**src/rtl/imm_gen_pipe_pkg.sv**
```systemverilog
`default_nettype none
// +----------------------------------------------------------------------+
// | Common: opcodes, immediate formats and decode result shared by the  |
// | immediate generator pipeline.                          Rev 1.0      |
// +----------------------------------------------------------------------+
package Common;

  typedef enum logic [6:0] {
    OP_LOAD   = 7'b0000011,
    OP_REGIMM = 7'b0010011,
    OP_AUIPC  = 7'b0010111,
    OP_STORE  = 7'b0100011,
    OP_LUI    = 7'b0110111,
    OP_BRANCH = 7'b1100011,
    OP_JALR   = 7'b1100111,
    OP_JAL    = 7'b1101111
  } Opcode;

  typedef enum logic [2:0] {
    FMT_NONE  = 3'd0,
    FMT_I     = 3'd1,
    FMT_S     = 3'd2,
    FMT_B     = 3'd3,
    FMT_U     = 3'd4,
    FMT_J     = 3'd5,
    FMT_SHAMT = 3'd6
  } ImmFmt;

  // Results are built at the widest XLEN; narrower instances keep the low bits.
  localparam int XLEN_MAX = 64;
  typedef logic [XLEN_MAX-1:0] xword_t;

  typedef struct packed {
    xword_t imm;
    xword_t jimm;
    ImmFmt  fmt;
    logic   illegal;
  } ImmResult;

  function automatic int SHAMT_W(input int xlen);
    return (xlen == 64) ? 6 : 5;
  endfunction

endpackage
`default_nettype wire

```
**src/rtl/imm_gen_pipe_lane.sv**
```systemverilog
`default_nettype none
// +----------------------------------------------------------------------+
// | imm_decode_lane: combinational decode of one instruction into its   |
// | immediate, control-flow offset, format and illegal flag.  Rev 1.0    |
// +----------------------------------------------------------------------+
module imm_decode_lane
  import Common::*;
#(
  parameter int XLEN = 32
) (
  input  logic [31:0] i_insn,
  output ImmResult    o_res
);

  localparam int SW = SHAMT_W(XLEN);

  Opcode      w_opc;
  logic [2:0] w_f3;
  logic       w_shift;
  logic       w_shift_hi_ok;
  xword_t     w_i_imm;
  xword_t     w_s_imm;
  xword_t     w_b_imm;
  xword_t     w_j_imm;
  xword_t     w_u_imm;
  xword_t     w_sh_imm;

  assign w_opc   = Opcode'(i_insn[6:0]);
  assign w_f3    = i_insn[14:12];
  assign w_i_imm = {{52{i_insn[31]}}, i_insn[31:20]};
  assign w_s_imm = {{52{i_insn[31]}}, i_insn[31:25], i_insn[11:7]};
  assign w_b_imm = {{51{i_insn[31]}}, i_insn[31], i_insn[7], i_insn[30:25], i_insn[11:8], 1'b0};
  assign w_j_imm = {{43{i_insn[31]}}, i_insn[31], i_insn[19:12], i_insn[20], i_insn[30:21], 1'b0};
  assign w_u_imm = {{32{i_insn[31]}}, i_insn[31:12], 12'h000};

  always_comb begin
    w_sh_imm         = '0;
    w_sh_imm[SW-1:0] = i_insn[20 +: SW];
  end

  // Upper shift-immediate bits may only be zero, or 0x10 for the arithmetic right shift.
  assign w_shift       = (w_opc == OP_REGIMM) && ((w_f3 == 3'd1) || (w_f3 == 3'd5));
  assign w_shift_hi_ok = (i_insn[31:26] == 6'h00) || ((i_insn[31:26] == 6'h10) && (w_f3 == 3'd5));

  always_comb begin
    o_res = '0;
    case (w_opc)
      OP_REGIMM: begin
        o_res.jimm = w_i_imm;
        if (w_shift) begin
          o_res.imm = w_sh_imm;
          o_res.fmt = FMT_SHAMT;
        end else begin
          o_res.imm = w_i_imm;
          o_res.fmt = FMT_I;
        end
      end
      OP_LOAD: begin
        o_res.imm = w_i_imm;
        o_res.fmt = FMT_I;
      end
      OP_STORE: begin
        o_res.imm = w_s_imm;
        o_res.fmt = FMT_S;
      end
      OP_BRANCH: begin
        o_res.jimm = w_b_imm;
        o_res.fmt  = FMT_B;
      end
      OP_JAL: begin
        o_res.imm  = 64'd4;
        o_res.jimm = w_j_imm;
        o_res.fmt  = FMT_J;
      end
      OP_JALR: begin
        o_res.imm  = 64'd4;
        o_res.jimm = w_i_imm;
        o_res.fmt  = FMT_I;
      end
      OP_LUI, OP_AUIPC: begin
        o_res.imm = w_u_imm;
        o_res.fmt = FMT_U;
      end
      default: ;
    endcase
    o_res.illegal = w_shift && (((XLEN == 32) && i_insn[25]) || !w_shift_hi_ok);
  end

endmodule
`default_nettype wire

```
**src/rtl/imm_gen_pipe.sv**
```systemverilog
`default_nettype none
// +----------------------------------------------------------------------+
// | imm_gen_pipe: multi-lane immediate decode feeding a 2-entry skid     |
// | FIFO with valid/ready handshakes on both sides.          Rev 1.0     |
// +----------------------------------------------------------------------+
module imm_gen_pipe
  import Common::*;
#(
  parameter int XLEN  = 32,
  parameter int LANES = 1
) (
  input  logic                  clk,
  input  logic                  rst,
  input  logic                  i_valid,
  output logic                  i_ready,
  input  logic [LANES-1:0]      i_lane_en,
  input  logic [LANES*32-1:0]   i_insn,
  output logic                  o_valid,
  input  logic                  o_ready,
  output logic [LANES-1:0]      o_lane_en,
  output logic [LANES*XLEN-1:0] o_imm,
  output logic [LANES*XLEN-1:0] o_jimm,
  output logic [LANES*3-1:0]    o_fmt,
  output logic [LANES-1:0]      o_illegal
);

  ImmResult         w_dec [LANES];
  ImmResult         w_res [LANES];
  ImmResult         mem_res_q [2][LANES];
  logic [LANES-1:0] mem_en_q [2];
  logic [1:0]       count_q;
  logic [1:0]       count_d;
  logic             head_q;
  logic             head_d;
  logic             not_full_q;
  logic             w_tail;
  logic             w_push;
  logic             w_pop;

  for (genvar l = 0; l < LANES; l++) begin : g_lane
    imm_decode_lane #(.XLEN(XLEN)) u_dec (
      .i_insn (i_insn[l*32 +: 32]),
      .o_res  (w_dec[l])
    );

    assign w_res[l] = i_lane_en[l] ? w_dec[l] : '0;

    assign o_imm[l*XLEN +: XLEN]  = mem_res_q[head_q][l].imm[XLEN-1:0];
    assign o_jimm[l*XLEN +: XLEN] = mem_res_q[head_q][l].jimm[XLEN-1:0];
    assign o_fmt[l*3 +: 3]        = mem_res_q[head_q][l].fmt;
    assign o_illegal[l]           = mem_res_q[head_q][l].illegal;

    if (XLEN < XLEN_MAX) begin : g_narrow
      logic unused_hi;
      assign unused_hi = ^{mem_res_q[0][l].imm[XLEN_MAX-1:XLEN], mem_res_q[0][l].jimm[XLEN_MAX-1:XLEN],
                           mem_res_q[1][l].imm[XLEN_MAX-1:XLEN], mem_res_q[1][l].jimm[XLEN_MAX-1:XLEN]};
    end
  end

  // The flag is registered; reset only masks it so the block never accepts during reset.
  assign i_ready   = not_full_q & ~rst;
  assign o_valid   = (count_q != 2'd0);
  assign o_lane_en = mem_en_q[head_q];

  assign w_push = i_valid && i_ready;
  assign w_pop  = o_valid && o_ready;
  assign w_tail = head_q ^ count_q[0];

  always_comb begin
    count_d = count_q;
    head_d  = head_q;
    case ({w_push, w_pop})
      2'b10:   count_d = count_q + 2'd1;
      2'b01:   count_d = count_q - 2'd1;
      default: count_d = count_q;
    endcase
    if (w_pop) begin
      head_d = ~head_q;
    end
  end

  always_ff @(posedge clk) begin
    if (rst) begin
      count_q    <= '0;
      head_q     <= 1'b0;
      not_full_q <= 1'b1;
      for (int e = 0; e < 2; e++) begin
        mem_en_q[e] <= '0;
        for (int l = 0; l < LANES; l++) begin
          mem_res_q[e][l] <= '0;
        end
      end
    end else begin
      count_q    <= count_d;
      head_q     <= head_d;
      not_full_q <= (count_d != 2'd2);
      if (w_push) begin
        mem_en_q[w_tail] <= i_lane_en;
        for (int l = 0; l < LANES; l++) begin
          mem_res_q[w_tail][l] <= w_res[l];
        end
      end
    end
  end

endmodule
`default_nettype wire

```
**config.mk**
```make
export PLATFORM = sky130hd
export DESIGN_NAME = imm_gen_pipe
export DESIGN_NICKNAME = d
export VERILOG_FILES = /design/src/rtl/imm_gen_pipe_pkg.sv /design/src/rtl/imm_gen_pipe_lane.sv /design/src/rtl/imm_gen_pipe.sv
export SDC_FILE = /design/constraint.sdc
export NUM_CORES = 1
export LEC_CHECK = 0
export BUFFER_PORTS_ARGS = -buffer_cell sky130_fd_sc_hd__buf_2
export CORE_UTILIZATION = 56
export DETAILED_ROUTE_END_ITERATION = 10
export PLACE_DENSITY = 0.82
export REMOVE_ABC_BUFFERS = 1
export SLEW_MARGIN = 10
export SYNTH_ARGS = -nofsm -noshare
export SYNTH_HDL_FRONTEND = slang
export SYNTH_SLANG_ARGS = --single-unit
```
**constraint.sdc**
```tcl
create_clock -name clk -period 3.14 [get_ports clk]
set_input_delay 0.157 -clock clk [delete_from_list [all_inputs] [get_ports clk]]
set_output_delay 0.157 -clock clk [all_outputs]
set_load 0.05 [all_outputs]
```
==> qor.yml <==
power:
  finalPower_mw: 6.15
  seq_power_share: 0.344
  p_per_area_nw_per_um2: 845
  power_frac_comb: 0.309
  swShare: 0.355
  internal_power_mw: 3.96
  power.leakage_nw: 2.78
  p_switching_mw: 2.18
  ir_worst_vdd_uv: 510
  power_frac_clock: 0.347
place:
  placed_cells: 662
  io_buffers: 107
  dp_hpwl_um: 8370
  pre_cts_slack_ns: 0.995
  gp_congestion: 0.920
yosys:
  yosysWarnings: 0
  synth_top_cell_by_area: "edfxtp_1"
  synthTopCellsByArea: "edfxtp_1 60%, mux2_2 11%, nor2_1 5.6%, a32oi_1 2.9%, and2_1 2.7%"
  synth_most_common_cell: "edfxtp_1"
  synth_area_um2: 5800
  yosys-top-cells-count: "116 x edfxtp_1, 86 x nor2_1, 58 x mux2_2, 25 x and2_1, 19 x a32oi_1"
  synth_top_flop_cell: "edfxtp_1"
  synth_cell_types: 48
  ys_seq_area_frac: 0.618
  async_reset_ff_frac: 0
  synth_top_area_share: 0.600
  avgSynthCellArea_um2: 12.9
  ys_seq_elements: 121
  synthCells: 449
  synth-edff-count: 116
finish:
  drive_gt1_frac: 0.376
  num_antenna_cells: 0
  fillerInstances: 644
  area_growth_pct: 25.3
  utilization: 0.734
  nets: 608
  instances_no_fill: 716
die:
  dieHeight_um: 104
  dieArea_um2: 10800
  num_rows: 36
  dieWidth_um: 104
  io_pins: 108
  initial_utilization: 0.586
  placeableCoreArea_um2: 9910
clocking:
  clock_sinks: 121
  post_cts_buffers: 0
  root_buffer: "clkbuf_8"
  cts_max_level: 4
  cts_resized: 0
  cts_tree: "yes"
  hold_buffers: 22
  cts.clk_slew.worst_paths_ns: 0.06
  insertion_delay_ns: 0.52
  numCtsBuffers: 17
  cts_buffer_depth: 2
min_path:
  hold_class: "input pin to flip-flop"
timing:
  max_freq_ghz: 0.378
  setup_viol: 0
  finalClockSkew_ns: 0.00643
  hold_viol_final: 0
  finalCritPeriodShare: 0.841
  worst_slack_ns: 0.498
  rsz0062_at_grt: "no"
  worst_pin_slew_ns: 1.11
  min_period_ns: 2.64
  hold_slack_ns: 0.0145
  slew_viol_final: 0
  slew_headroom: 0.258
worst_setup_path:
  start_kind: "input pin"
  crit_chain: "dlygate4sd3_1 -> buf_2 -> and3b_1 -> nand3_1 -> nor4_1 -> buf_4 -> a22o_1 -> dlygate4sd3_1"
  slowest_stage: "dlygate4sd3_1"
  crit_path_frequent_cell: "dlygate4sd3_1"
  critPathRequiredTime_ns: 3.53
  crit_fanout: 10
  rrSetupSlack_ns: 0.53
  cp-end-kind: "flip-flop"
  worstSetupPathType: "input pin to flip-flop"
  critPathArrivalTime_ns: 3.03
  critPathMaxStageDelay_ns: 0.55
global_route:
  grt_max_degree: 59
  overflow: 0
  grt_pass1_wl_um: 22100
  grt_pass1_vias: 4219
  grt_usage: 0.272
  antenna_found_initial: 0
job:
  drv_cap: 0
detailed_routing:
  detail-route-antenna-nets: 0
  avgRoutedWirePerCell_um: 19.4
  routed_wl_um: 13900
  num_vias: 4243
  route.detailed.drc: 0
  viasPerCell: 5.93
  drt_iter0_markers: 341
  drt_pass1_iterations: 4
outcome:
  status: "finished clean"
[final cells by class]
class | instances | area (um^2) | share of cell area
sequential | 121 | 3580 | 0.493
multi-input combinational | 285 | 2000 | 0.275
timing repair buffer | 138 | 848 | 0.117
clock buffer | 19 | 422 | 0.0580
clock inverter | 13 | 225 | 0.0310
tap | 133 | 166 | 0.0229
inverter | 7 | 26.3 | 0.00361
[worst max-delay path: cells and delay by family]
family                 cells  cell delay (ns)
AO/OA/AOI/OAI              1             0.14
buffers and inverters      4             1.47
AND/OR/NAND/NOR            3             1.27
[per-stage QoR]
stage | TNS, ns | area [um^2]
2_1_floorplan | -12.16 | 5590
3_3_place_gp | 0 | 6400
6_report | 0 | 7270
5_1_grt | 0 | 7270
4_1_cts | 0 | 7270
3_5_place_dp | 0 | 6400
[power by group through the flow]
| stage | registers (mW) | clock network, mW | logic [mW] |
|---|---|---|---|
| after global routing | 2.14 | 2.21 | 1.97 |
| after detailed placement | 2.14 | 0 | 1.87 |
| after CTS | 2.11 | 2.14 | 1.90 |
| after global placement | 2.13 | 0 | 1.86 |
| final | 2.11 | 2.13 | 1.90 |
| after floorplan | 2.15 | 0 | 1.42 |
[kinds of logic after synthesis]
family | synth area share
AOI/OAI and AO/OA | 0.0901
and+or+nand+nor | 0.130
xor gates and xnor gates | 0.00755
DFF | 0.618
buffers and inverters | 0.0405
adders and majority gates | 0.00216
muxes | 0.113
[layer usage]
layer,up-vias,share of wire,routed length [um],global-route usage
met5,-,0,0,0
met2,227,0.51,7130,0.457
li1,1916,-,-,-
met4,0,0.023,324,0.115
met1,2067,0.39,5390,0.339
met3,33,0.076,1060,0.0617
[registers in the layout (all words and copies together) (netlist names), named ones only]
| name | count |
|---|---|
| head_q | 1 |
| mem_res_q | 114 |
| mem_en_q | 2 |
| not_full_q | 1 |
| count_q | 2 |
[placed cells by master (no fill, tap or decap), drive strengths merged, types with 5 or more instances in the layout]
cell,instances
a211oi,5
a21oi,14
a22o,9
a32oi,19
and2,25
buf,116
bufinv,6
clkbuf,19
dfxtp,5
dlygate4sd3,22
edfxtp,116
inv,7
mux2,58
nand2,5
nand3,7
nor2,86
nor3,6
[path summary, 6_finish.rpt]
path / cells after the start / end / startpoint
worst max register to register: 6 / mem_res_q[0][6] / count_q[0]
worst min register to register: 2 / count_q[1] / count_q[1]
worst min-delay path: 2 / mem_res_q[1][7] / i_insn[23]
worst max-delay path: 8 / mem_res_q[0][6] / rst
Power figures use the tool's default switching activity.
